$ cat src/rtl/player_life_ctrl.sv
// Player life controller: tracks lives, post-hit invulnerability with sprite
// blinking, and the game-over condition. All outputs come straight from flops.
module player_life_ctrl #(
  parameter int INIT_LIVES   = 3,
  parameter int INVUL_FRAMES = 120,
  parameter int BLINK_FRAMES = 8
) (
  input  logic       clk,
  input  logic       rst,
  input  logic       start,
  input  logic       frame_tick,
  input  logic       collision,
  output logic [2:0] lives,
  output logic       invincible,
  output logic       player_visible,
  output logic       hit_pulse,
  output logic       game_over,
  output logic [1:0] dbg_state
);

  typedef enum logic [1:0] {
    S_IDLE  = 2'd0,
    S_ALIVE = 2'd1,
    S_INVUL = 2'd2,
    S_OVER  = 2'd3
  } state_e;

  localparam logic [2:0] INIT_LD  = 3'(INIT_LIVES);
  localparam logic [7:0] INVUL_LD = 8'(INVUL_FRAMES);
  localparam logic [7:0] BLINK_LD = 8'(BLINK_FRAMES);

  state_e     state_q, state_d;
  logic [2:0] lives_q, lives_d;
  logic [7:0] invul_q, invul_d;
  logic [7:0] blink_q, blink_d;
  logic       hit_q, hit_d;
  logic       vis_q, vis_d;
  logic       inv_q, inv_d;
  logic       over_q, over_d;
  logic       blink_tog;

  always_ff @(posedge clk or posedge rst) begin
    if (rst) begin
      state_q <= S_IDLE;
      lives_q <= 3'd0;
      invul_q <= 8'd0;
      blink_q <= 8'd0;
      hit_q   <= 1'b0;
      vis_q   <= 1'b0;
      inv_q   <= 1'b0;
      over_q  <= 1'b0;
    end else begin
      state_q <= state_d;
      lives_q <= lives_d;
      invul_q <= invul_d;
      blink_q <= blink_d;
      hit_q   <= hit_d;
      vis_q   <= vis_d;
      inv_q   <= inv_d;
      over_q  <= over_d;
    end
  end

  // Start wins over collision in IDLE/OVER; collision is only judged in ALIVE,
  // so a final-tick collision is seen one edge later.
  always_comb begin
    state_d   = state_q;
    lives_d   = lives_q;
    invul_d   = invul_q;
    blink_d   = blink_q;
    hit_d     = 1'b0;
    blink_tog = 1'b0;
    case (state_q)
      S_IDLE, S_OVER: begin
        if (start) begin
          state_d = S_ALIVE;
          lives_d = INIT_LD;
          invul_d = 8'd0;
          blink_d = 8'd0;
        end
      end
      S_ALIVE: begin
        if (collision) begin
          hit_d = 1'b1;
          if (lives_q > 3'd1) begin
            state_d = S_INVUL;
            lives_d = lives_q - 3'd1;
            invul_d = INVUL_LD;
            blink_d = BLINK_LD;
          end else begin
            state_d = S_OVER;
            lives_d = 3'd0;
          end
        end
      end
      S_INVUL: begin
        if (frame_tick) begin
          if (invul_q == 8'd1) begin
            state_d = S_ALIVE;
            invul_d = 8'd0;
            blink_d = 8'd0;
          end else begin
            invul_d = invul_q - 8'd1;
            if (blink_q == 8'd1) begin
              blink_d   = BLINK_LD;
              blink_tog = 1'b1;
            end else begin
              blink_d = blink_q - 8'd1;
            end
          end
        end
      end
      default: state_d = S_IDLE;
    endcase
  end

  // Registered outputs are derived from the state being entered.
  always_comb begin
    inv_d  = (state_d == S_INVUL);
    over_d = (state_d == S_OVER);
    vis_d  = 1'b0;
    case (state_d)
      S_ALIVE: vis_d = 1'b1;
      S_INVUL: vis_d = (state_q == S_INVUL) ? (vis_q ^ blink_tog) : 1'b0;
      default: vis_d = 1'b0;
    endcase
  end

  assign lives          = lives_q;
  assign invincible     = inv_q;
  assign player_visible = vis_q;
  assign hit_pulse      = hit_q;
  assign game_over      = over_q;
  assign dbg_state      = state_q;

endmodule

$ cat config.mk
export PLATFORM = sky130hd
export DESIGN_NAME = player_life_ctrl
export DESIGN_NICKNAME = d
export VERILOG_FILES = /design/src/rtl/player_life_ctrl.sv
export SDC_FILE = /design/constraint.sdc
export NUM_CORES = 1
export LEC_CHECK = 0
export ABC_AREA = 0
export CAP_MARGIN = 20
export CORE_MARGIN = 1
export CORE_UTILIZATION = 45
export DETAILED_ROUTE_END_ITERATION = 6
export RECOVER_POWER = 50
export SETUP_SLACK_MARGIN = 0.4
export SLEW_MARGIN = 20
export SYNTH_ARGS = -nofsm -noshare
export SYNTH_HDL_FRONTEND = slang
export SYNTH_SLANG_ARGS = --single-unit
$ cat constraint.sdc
create_clock -name clk -period 3.2 [get_ports clk]
set_input_delay 0.48 -clock clk [delete_from_list [all_inputs] [get_ports clk]]
set_output_delay 0.48 -clock clk [all_outputs]
set_load 0.1 [all_outputs]
Word level (Yosys, flattened, before mapping)
Index checks and enable logic that the tools add are counted.
Operators by class
  add/subtract/negate cells: 3
  magnitude comparators: 1
  reductions and logical operators: 5
  equal/unequal tests: 12
  divide/modulo/power cells: 0
  muxes and demuxes: 30
  shifts and indexed selects: 0
  multiply operators: 0
  bitwise logic cells: 1
Operator list (number)
  2-to-1 mux 8 bit: 10
  case mux 8 bit (3 select lines): 2
  == test 8 x 1 -> 1 bit (second input constant): 2
  subtractor 8 x 1 -> 8 bit (second input constant): 2
  2-to-1 mux 3 bit: 3
  == test 2 bit (second input constant): 4
  2-to-1 mux 1 bit: 8
  2-to-1 mux 2 bit: 4
  != test 2 bit (second input constant): 4
  case mux 2 bit (3 select lines): 1
  case mux 3 bit (2 select lines): 1
  == test 2 x 1 -> 1 bit (second input constant): 2
  AND reduction 4 bit: 1
  greater-than comparator 3 x 1 -> 1 bit (second input constant): 1
  AND reduction 3 bit: 1
  subtractor 3 x 1 -> 3 bit (second input constant): 1
  logical NOT 2 bit: 1
  case mux 1 bit (2 select lines): 1
  nonzero test 2 bit: 1
  OR reduction 2 bit: 1
  bitwise XOR 1 bit: 1
Word-level totals
  ROM bits: 0
  word-level logic and storage cells: 60
  memories: 0
  bits in registers: 25
  memory bits (writable): 0
  output and inout port bits: 9
  input bits: 5
  bits in latches: 0

Logic depth before layout (Yosys ltp)
  depth in word-level cells: 8
  gate-level depth with buffers: 12
  depth with buffers taken out: 11

Worst setup path after synthesis
No wires, ideal clock.
  path kind: register -> register
  start point: register state_q[0] (netlist: dbg_state[0])
  end point: register vis_q (netlist: player_visible)
  period minus slack after synthesis: 2872 ps
  data arrival time: 2789 ps
  library setup time: 83 ps
  slack: 328 ps
  stages on the path, launching flop included: 11
  buffers on the path: 1
  required time: 3117 ps
  cell sequence: dfrtp_1 > inv_1 > ha_1 > clkbuf_1 > nor2b_1 > o21a_1 > o22a_1 > ha_1 > nor3b_1 > mux2i_1 > o21ai_0
Between the ends
  cells in the longest elaborated chain, start to end: 5
  elaborated cells on any way between the ends: 16
  classes of those cells: 5 x eq/ne; 8 x mux; 1 x bitwise; 2 x reduce/logical
Ends and longest elaborated chain
  start, declared: RTL line 32  | state_e state_q, state_d;
  start signal, assigned: RTL line 53  | state_q <= state_d;
  == test 2 bit / logical NOT 2 bit (equally long branches): RTL line 73  | case (state_q)
  OR reduction 2 bit: RTL line 73
  case mux 2 bit (3 select lines) *: RTL line 73
  named net state_d[1]: RTL line 32
  == test 2 bit / == test 2 x 1 -> 1 bit (equally long branches): RTL line 122  | case (state_d)
  case mux 1 bit (2 select lines) *: RTL line 122
  named net vis_d: RTL line 37  | logic vis_q, vis_d;
  end signal, assigned: RTL line 58  | vis_q <= vis_d;
  end, declared: RTL line 37
Mark *: on every way through the listed nets, which the timed path passes. The rest lies on a longest branch.
A chain may end at the register's enable or synchronous reset.

Worst setup path in the final report
  start point: register invul_q[1]
  end point: register vis_q (netlist: player_visible)
Between the ends
  elaborated cells on any way between the ends: 12
  classes of those cells: 3 x eq/ne; 8 x mux; 1 x bitwise
RTL lines
  start, declared: RTL line 34  | logic [7:0] invul_q, invul_d;
  start signal, assigned: RTL line 55  | invul_q <= invul_d;
  == test 8 x 1 -> 1 bit *: RTL line 98  | if (invul_q == 8'd1) begin
  2-to-1 mux 2 bit *: RTL line 98
  2-to-1 mux 2 bit *: RTL line 97  | if (frame_tick) begin
  case mux 2 bit (3 select lines) *: RTL line 73
  named net state_d[1]: RTL line 32
  == test 2 bit / == test 2 x 1 -> 1 bit (equally long branches): RTL line 122
  case mux 1 bit (2 select lines) *: RTL line 122
  named net vis_d: RTL line 37
Marked as above.

==> flow_summary.ini <==
[finish]
synthToLayoutAreaGrowth_pct = 10.9
antenna_cells = 0
seq_area_um2 = 627
layout.nets = 193
fillers = 301
multiInputGateArea_um2 = 833
layout-drive-gt1-share_pct = 7.34

[clock_network]
postCtsSetupBuffers = 0
cts_resized = 0
numCtsBuffers = 3
htreeDepth = 1
cts-root-buf = clkbuf_4
cts_tree = done
clock-sinks = 25
clock_path_buffers = 2
clk_pin_slew_ns = 0.14
postCtsHoldBufs = 0
clk_latency_ns = 0.33

[sta]
finalCritPeriodShare_pct = 78.7
period_needed_ns = 2.52
slew_headroom_pct = 22.9
maxSlewViolCount = 0
max_freq_ghz = 0.397
rsz0062_at_grt = false
worst_slew_pin_slew_ns = 1.16
hold_viol = 0
setup_viol = 0
clock_skew_ns = 0.00715
fin_tns_setup_ns = 0

[logic_synthesis]
synth-seq-cells = 25
syn_nets = 179
synth_cell_types = 48
synth_area_per_cell_um2 = 9.39
synth_edf_count = 0
synth_flop_cell = dfrtp_1
syn_area_um2 = 1540
ys_warn_count = 0
synth_cells = 164
synth-seq-area-share_pct = 40.6
ys_async_sr_fraction_pct = 100

[global_route]
grt_remaining_overflow = 0
grt_max_degree = 16
grt_pass1_wl_um = 5460
grt_antenna_before_repair = 0
grt_pass1_vias = 1196
gr-usage-all-layers_pct = 20.1

[drt]
drc_errors = 0
wl_per_cell_um = 14.6
drtPass1Iterations = 4
drt_iter0_drc = 42
ant_nets = 0
viasPerCell = 5.87
routed_wl_um = 3220
vias = 1297

[critical_path]
crit_arrival_ns = 2.78
startpoint = invul_q[1]$_DFFE_PP0P_
worstSetupPathType = reg -> reg
path_max_fanout = 5
required_ns = 3.46
cp-end-kind = register
r2r-start = invul_q[1]$_DFFE_PP0P_
startpoint_type = register

[hold_path]
hold_class = reg -> reg
hold_start = invul_q[6]$_DFFE_PP0P_

[floorplanning]
io-pin-count = 14
initial_core_util_pct = 48.8
num_rows = 20
fp.dieW_um = 60.5
design.core.area_um2 = 3150
dieArea_um2 = 3660
die_y_um = 60.5

[job]
maxCapViolCount = 0

[placement]
numPortBuffers = 13
gp_congestion = 0.793
dp_hpwl_um = 2370

[status]
status = complete, no violations
## final cells by class
| class | instances | area share [%] |
|---|---|---|
| well taps | 44 | 3.22 |
| repair buffers | 15 | 6.89 |
| inverters | 13 | 2.86 |
| clock buffers | 4 | 1.54 |
| flip-flops and latches | 25 | 36.7 |
| multi-input cells | 120 | 48.8 |
## worst paths after layout
path / endpoint / slack [ns] / cells past startpoint
worst min register to register: invul_q[6]$_DFFE_PP0P_ / 0.55 / 1
max in group asynchronous: invul_q[3]$_DFFE_PP0P_ / 1.60 / 3
worst max-delay path: player_visible$_DFF_PP0_ / 0.68 / 9
worst min-delay path: invul_q[6]$_DFFE_PP0P_ / 0.55 / 1
min in group asynchronous: game_over$_DFF_PP0_ / 0.56 / 2
worst max register to register: player_visible$_DFF_PP0_ / 0.68 / 9
## per-stage QoR
step                      worst slack [ns]  std cells  area (µm²)  util (%)  hold WS [ns]
after floorplan                      0.408        164        1540         -         0.473
after global placement               0.760        217        1700      53.8         0.502
after detailed placement             0.691        217        1700      53.8         0.517
after CTS                            0.701        221        1720      54.6         0.453
after global routing                 0.558        221        1710      54.2         0.599
final                                0.681        221        1710      54.2         0.548
## cells in the final DEF, fill, tap and decap left out, drive strengths merged, types with 3 or more instances in the layout
cell / Yosys / layout
nand2: 10 / 10
nor2: 11 / 11
buf: 2 / 3
ha: 10 / 10
dfrtp: 25 / 25
a21oi: 5 / 5
nor2b: 4 / 4
inv: 13 / 13
a21o: 3 / 3
or3: 4 / 4
nand2b: 5 / 5
o22ai: 4 / 4
o2bb2ai: 3 / 3
clkdlybuf4s50: 0 / 7
nor3: 11 / 11
o21ai: 12 / 12
a22o: 4 / 4
a221o: 3 / 3
clkbuf: 4 / 8
## layer usage
layer | vias up | wire [µm] | GRT usage, %
li1 | 635 | - | -
met1 | 644 | 1670 | 28.4
met2 | 13 | 1440 | 30.9
met3 | 5 | 70 | 2.77
met4 | 0 | 40 | 8.12
met5 | - | 0 | 0
## cells by family (layout without fill, tap and decap cells)
family | count (synthesis) | after routing | share of synthesized area (%)
flops | 25 | 25 | 40.6
mux | 1 | 1 | 0.650
fa+ha+maj | 10 | 10 | 8.12
compound gates | 48 | 48 | 22.8
simple gates | 61 | 61 | 22.5
buf+inv | 19 | 32 | 5.28
## critical path, cell delays in order (launching register included)
cell and delay, ns:
dfrtp_1 0.42, inv_1 0.10, ha_1 0.15, or4b_4 0.51, o21a_1 0.25, o22a_1 0.29, ha_1 0.34, nor3b_1 0.23
mux2i_1 0.10, o21ai_0 0.08
## Yosys cell counts, types with 3 or more instances
master	instances	area, µm²
nor2_1	10	37.5
o22ai_1	4	25.0
nand2_1	10	37.5
dfrtp_1	25	626
ha_1	10	125
nor3_1	11	55.1
a221o_1	3	30.0
a22o_1	4	35.0
o2bb2ai_1	3	26.3
o21ai_0	9	45.0
clkbuf_1	3	11.3
nor2b_1	4	25.0
or3_1	4	25.0
nand2b_1	5	31.3
inv_1	13	48.8
a21oi_1	5	25.0
a21o_1	3	22.5
## sequential cells by signal, summed over array words and instances (netlist names)
register	flops
game_over	1
blink_q	8
hit_pulse	1
lives	3
invul_q	8
invincible	1
dbg_state	2
player_visible	1
Power is left out: the tool's default activity adds up to more than one toggle a clock period on the data nets, which glitch-free logic cannot reach.
==> patch: new RTL, same flow settings <==
Reset style: synchronous (`rst`), changed in one clocked block.
--- a/src/rtl/player_life_ctrl.sv
+++ b/src/rtl/player_life_ctrl.sv
@@ -39,7 +39,7 @@
   logic       over_q, over_d;
   logic       blink_tog;
 
-  always_ff @(posedge clk or posedge rst) begin
+  always_ff @(posedge clk) begin
     if (rst) begin
       state_q <= S_IDLE;
       lives_q <= 3'd0;
Behaviour: differs if rst is asserted again (counterexample within 4 cycles, from zero or initial values and one cycle with rst high); with rst held inactive, the same outputs for 10 cycles.
==> patch against the original RTL <==
Final area increased by 0.29%; setup slack got worse by 0.26 ns; sequential cell count unchanged; critical path type unchanged; critical endpoint is now player_visible; first-iteration DRC count increased to 3.6 times the old value; wire length increased by 8.7%; area after synthesis increased by 0.81%.
==> patch: results (changes against the original RTL) <==
Synth
  – Seq/Total Area, Yosys: 0.322 (was 0.406)
  – Post-synthesis mux area share: 0.00725 (was 0.00650)
  – Synth Area in Adders: 0.0806 (was 0.0812)
  – Synth cell types: 51 (was 48)
  – Syn Nets: 202 (was 179)
  – Top cells by area, synth: dfxtp_1, ha_1, a21oi_1 (was dfrtp_1, ha_1, nor3_1)
  – Ys async rst share: 0 (was 1.00)
  – Top cells by count, synth: dfxtp_1, a21oi_1, inv_1 (was dfrtp_1, inv_1, nor3_1)
  – Post-synthesis compound-gate area fraction: 0.267 (was 0.228)

GRT
  – Met3 Track Usage GR: 0.0448 (was 0.0277)
  – Largest net degree at the start of global routing: 19 (was 16)
  – Gr usage total: 0.211 (was 0.201)
  – Vias in the first global route: 1,318 (was 1,196)
  – Initial antenna violation count: 0 (unchanged)
  – First-pass GRT wire length: 5910 um (was 5460 um)
  – Met1 usage: 0.287 (was 0.284)
  – GR Util met2: 0.352 (was 0.309)

Place
  – GP Congestion: 0.761 (was 0.793)
  – Post-DP HPWL: 2610 um (was 2370 um)
  – Placed Area: 0.00172 mm2 (was 0.00170 mm2)

Drt
  – Wire per inst: 14.3 um (was 14.6 um)
  – DRT iter0 DRCs: 153 (was 42)

Hold path
  – Hold depth: 2 (was 1)

Critical path
  – Critical path's largest stage delay: 0.48 ns (was 0.51 ns)
  – CP max FO: 8 (was 5)
  – CP max-delay cell: dfxtp_1 (was or4b_4)
  – Worst r2r path cells: 11 (was 9)
  – Arr. time, crit path: 3.06 ns (was 2.78 ns)

CTS
  – Root Buffer: clkbuf_4 (unchanged)

Pwr
  – Psw: 0.284 mW

Layout
  – Layout fillers: 328 (was 301)
  – Layout Nets: 217 (was 193)
  – Ratio of cells with drive above 1 in the final layout: 0.0697 (was 0.0734)

STA
  – Layout Skew: 0.00204 ns (was 0.00715 ns)
  – Worst rel slew slack: 0.233 (was 0.229)

Outcome
  – Outcome: finished, final reports clean (unchanged)
patch: stage by stage:
| step | std cells | setup slack, ns | util | power (mW) |
|---|---|---|---|---|
| after floorplan | 187 | 0.411 | - | 0.545 |
| after global placement | 241 | 0.443 | 0.546 | 0.595 |
| after detailed placement | 241 | 0.388 | 0.546 | 0.599 |
| after CTS | 245 | 0.459 | 0.554 | 0.741 |
| after global routing | 245 | 0.247 | 0.543 | 0.770 |
| final | 245 | 0.418 | 0.543 | 0.731 |
patch: repair_timing:
item                       CTS  global route
gates resized for setup      0             3
setup endpoints to repair    0             1
setup buffers                0             0
patch: layout make-up:
class,instances,area (um2),share of cell area
Clock buffer,4,26.3,0.0153
Timing Repair Buffer,16,114,0.0665
Tap cell,44,55.1,0.0321
Multi-Input combinational cell,139,953,0.557
Sequential cell,25,500,0.292
Inverter,17,63.8,0.0373
patch: per-layer routing:
layer  up-vias  share of wire
met5         -              0
met4         0         0.0046
met3         2          0.039
met2        29           0.47
met1       682           0.49
li1        728              -
patch: worst paths after layout:
check                           slack, ns    startpoint        endpoint
worst max register to register       0.42  dbg_state[0]  player_visible
worst max-delay path                 0.42  dbg_state[0]  player_visible
worst min-delay path                 0.49    blink_q[1]      blink_q[1]
worst min register to register       0.49    blink_q[1]      blink_q[1]
patch: logic make-up (layout without fill, tap and decap cells):
logic type | after synthesis | in the layout
adders and majority gates | 10 | 10
buffers and inverters | 23 | 37
DFF | 25 | 25
muxes | 1 | 1
and+or+nand+nor | 70 | 70
AOI/OAI and AO/OA | 58 | 58
patch: worst max-delay path, delay by kind of cell, from the launching register on:
kind	cells	cell delay (ns)
and+or+nand+nor	4	0.75
AOI/OAI and AO/OA	3	0.68
adders and majority gates	2	0.63
DFF	1	0.48
buffers and inverters	2	0.19
patch: power groups by stage:
stage / Combinational, mW / Sequential, mW / Clock (mW)
2_1_floorplan: 0.128 / 0.416 / 0
3_5_place_dp: 0.247 / 0.352 / 0
3_3_place_gp: 0.245 / 0.351 / 0
5_1_grt: 0.260 / 0.347 / 0.163
6_report: 0.240 / 0.345 / 0.146
4_1_cts: 0.249 / 0.345 / 0.147
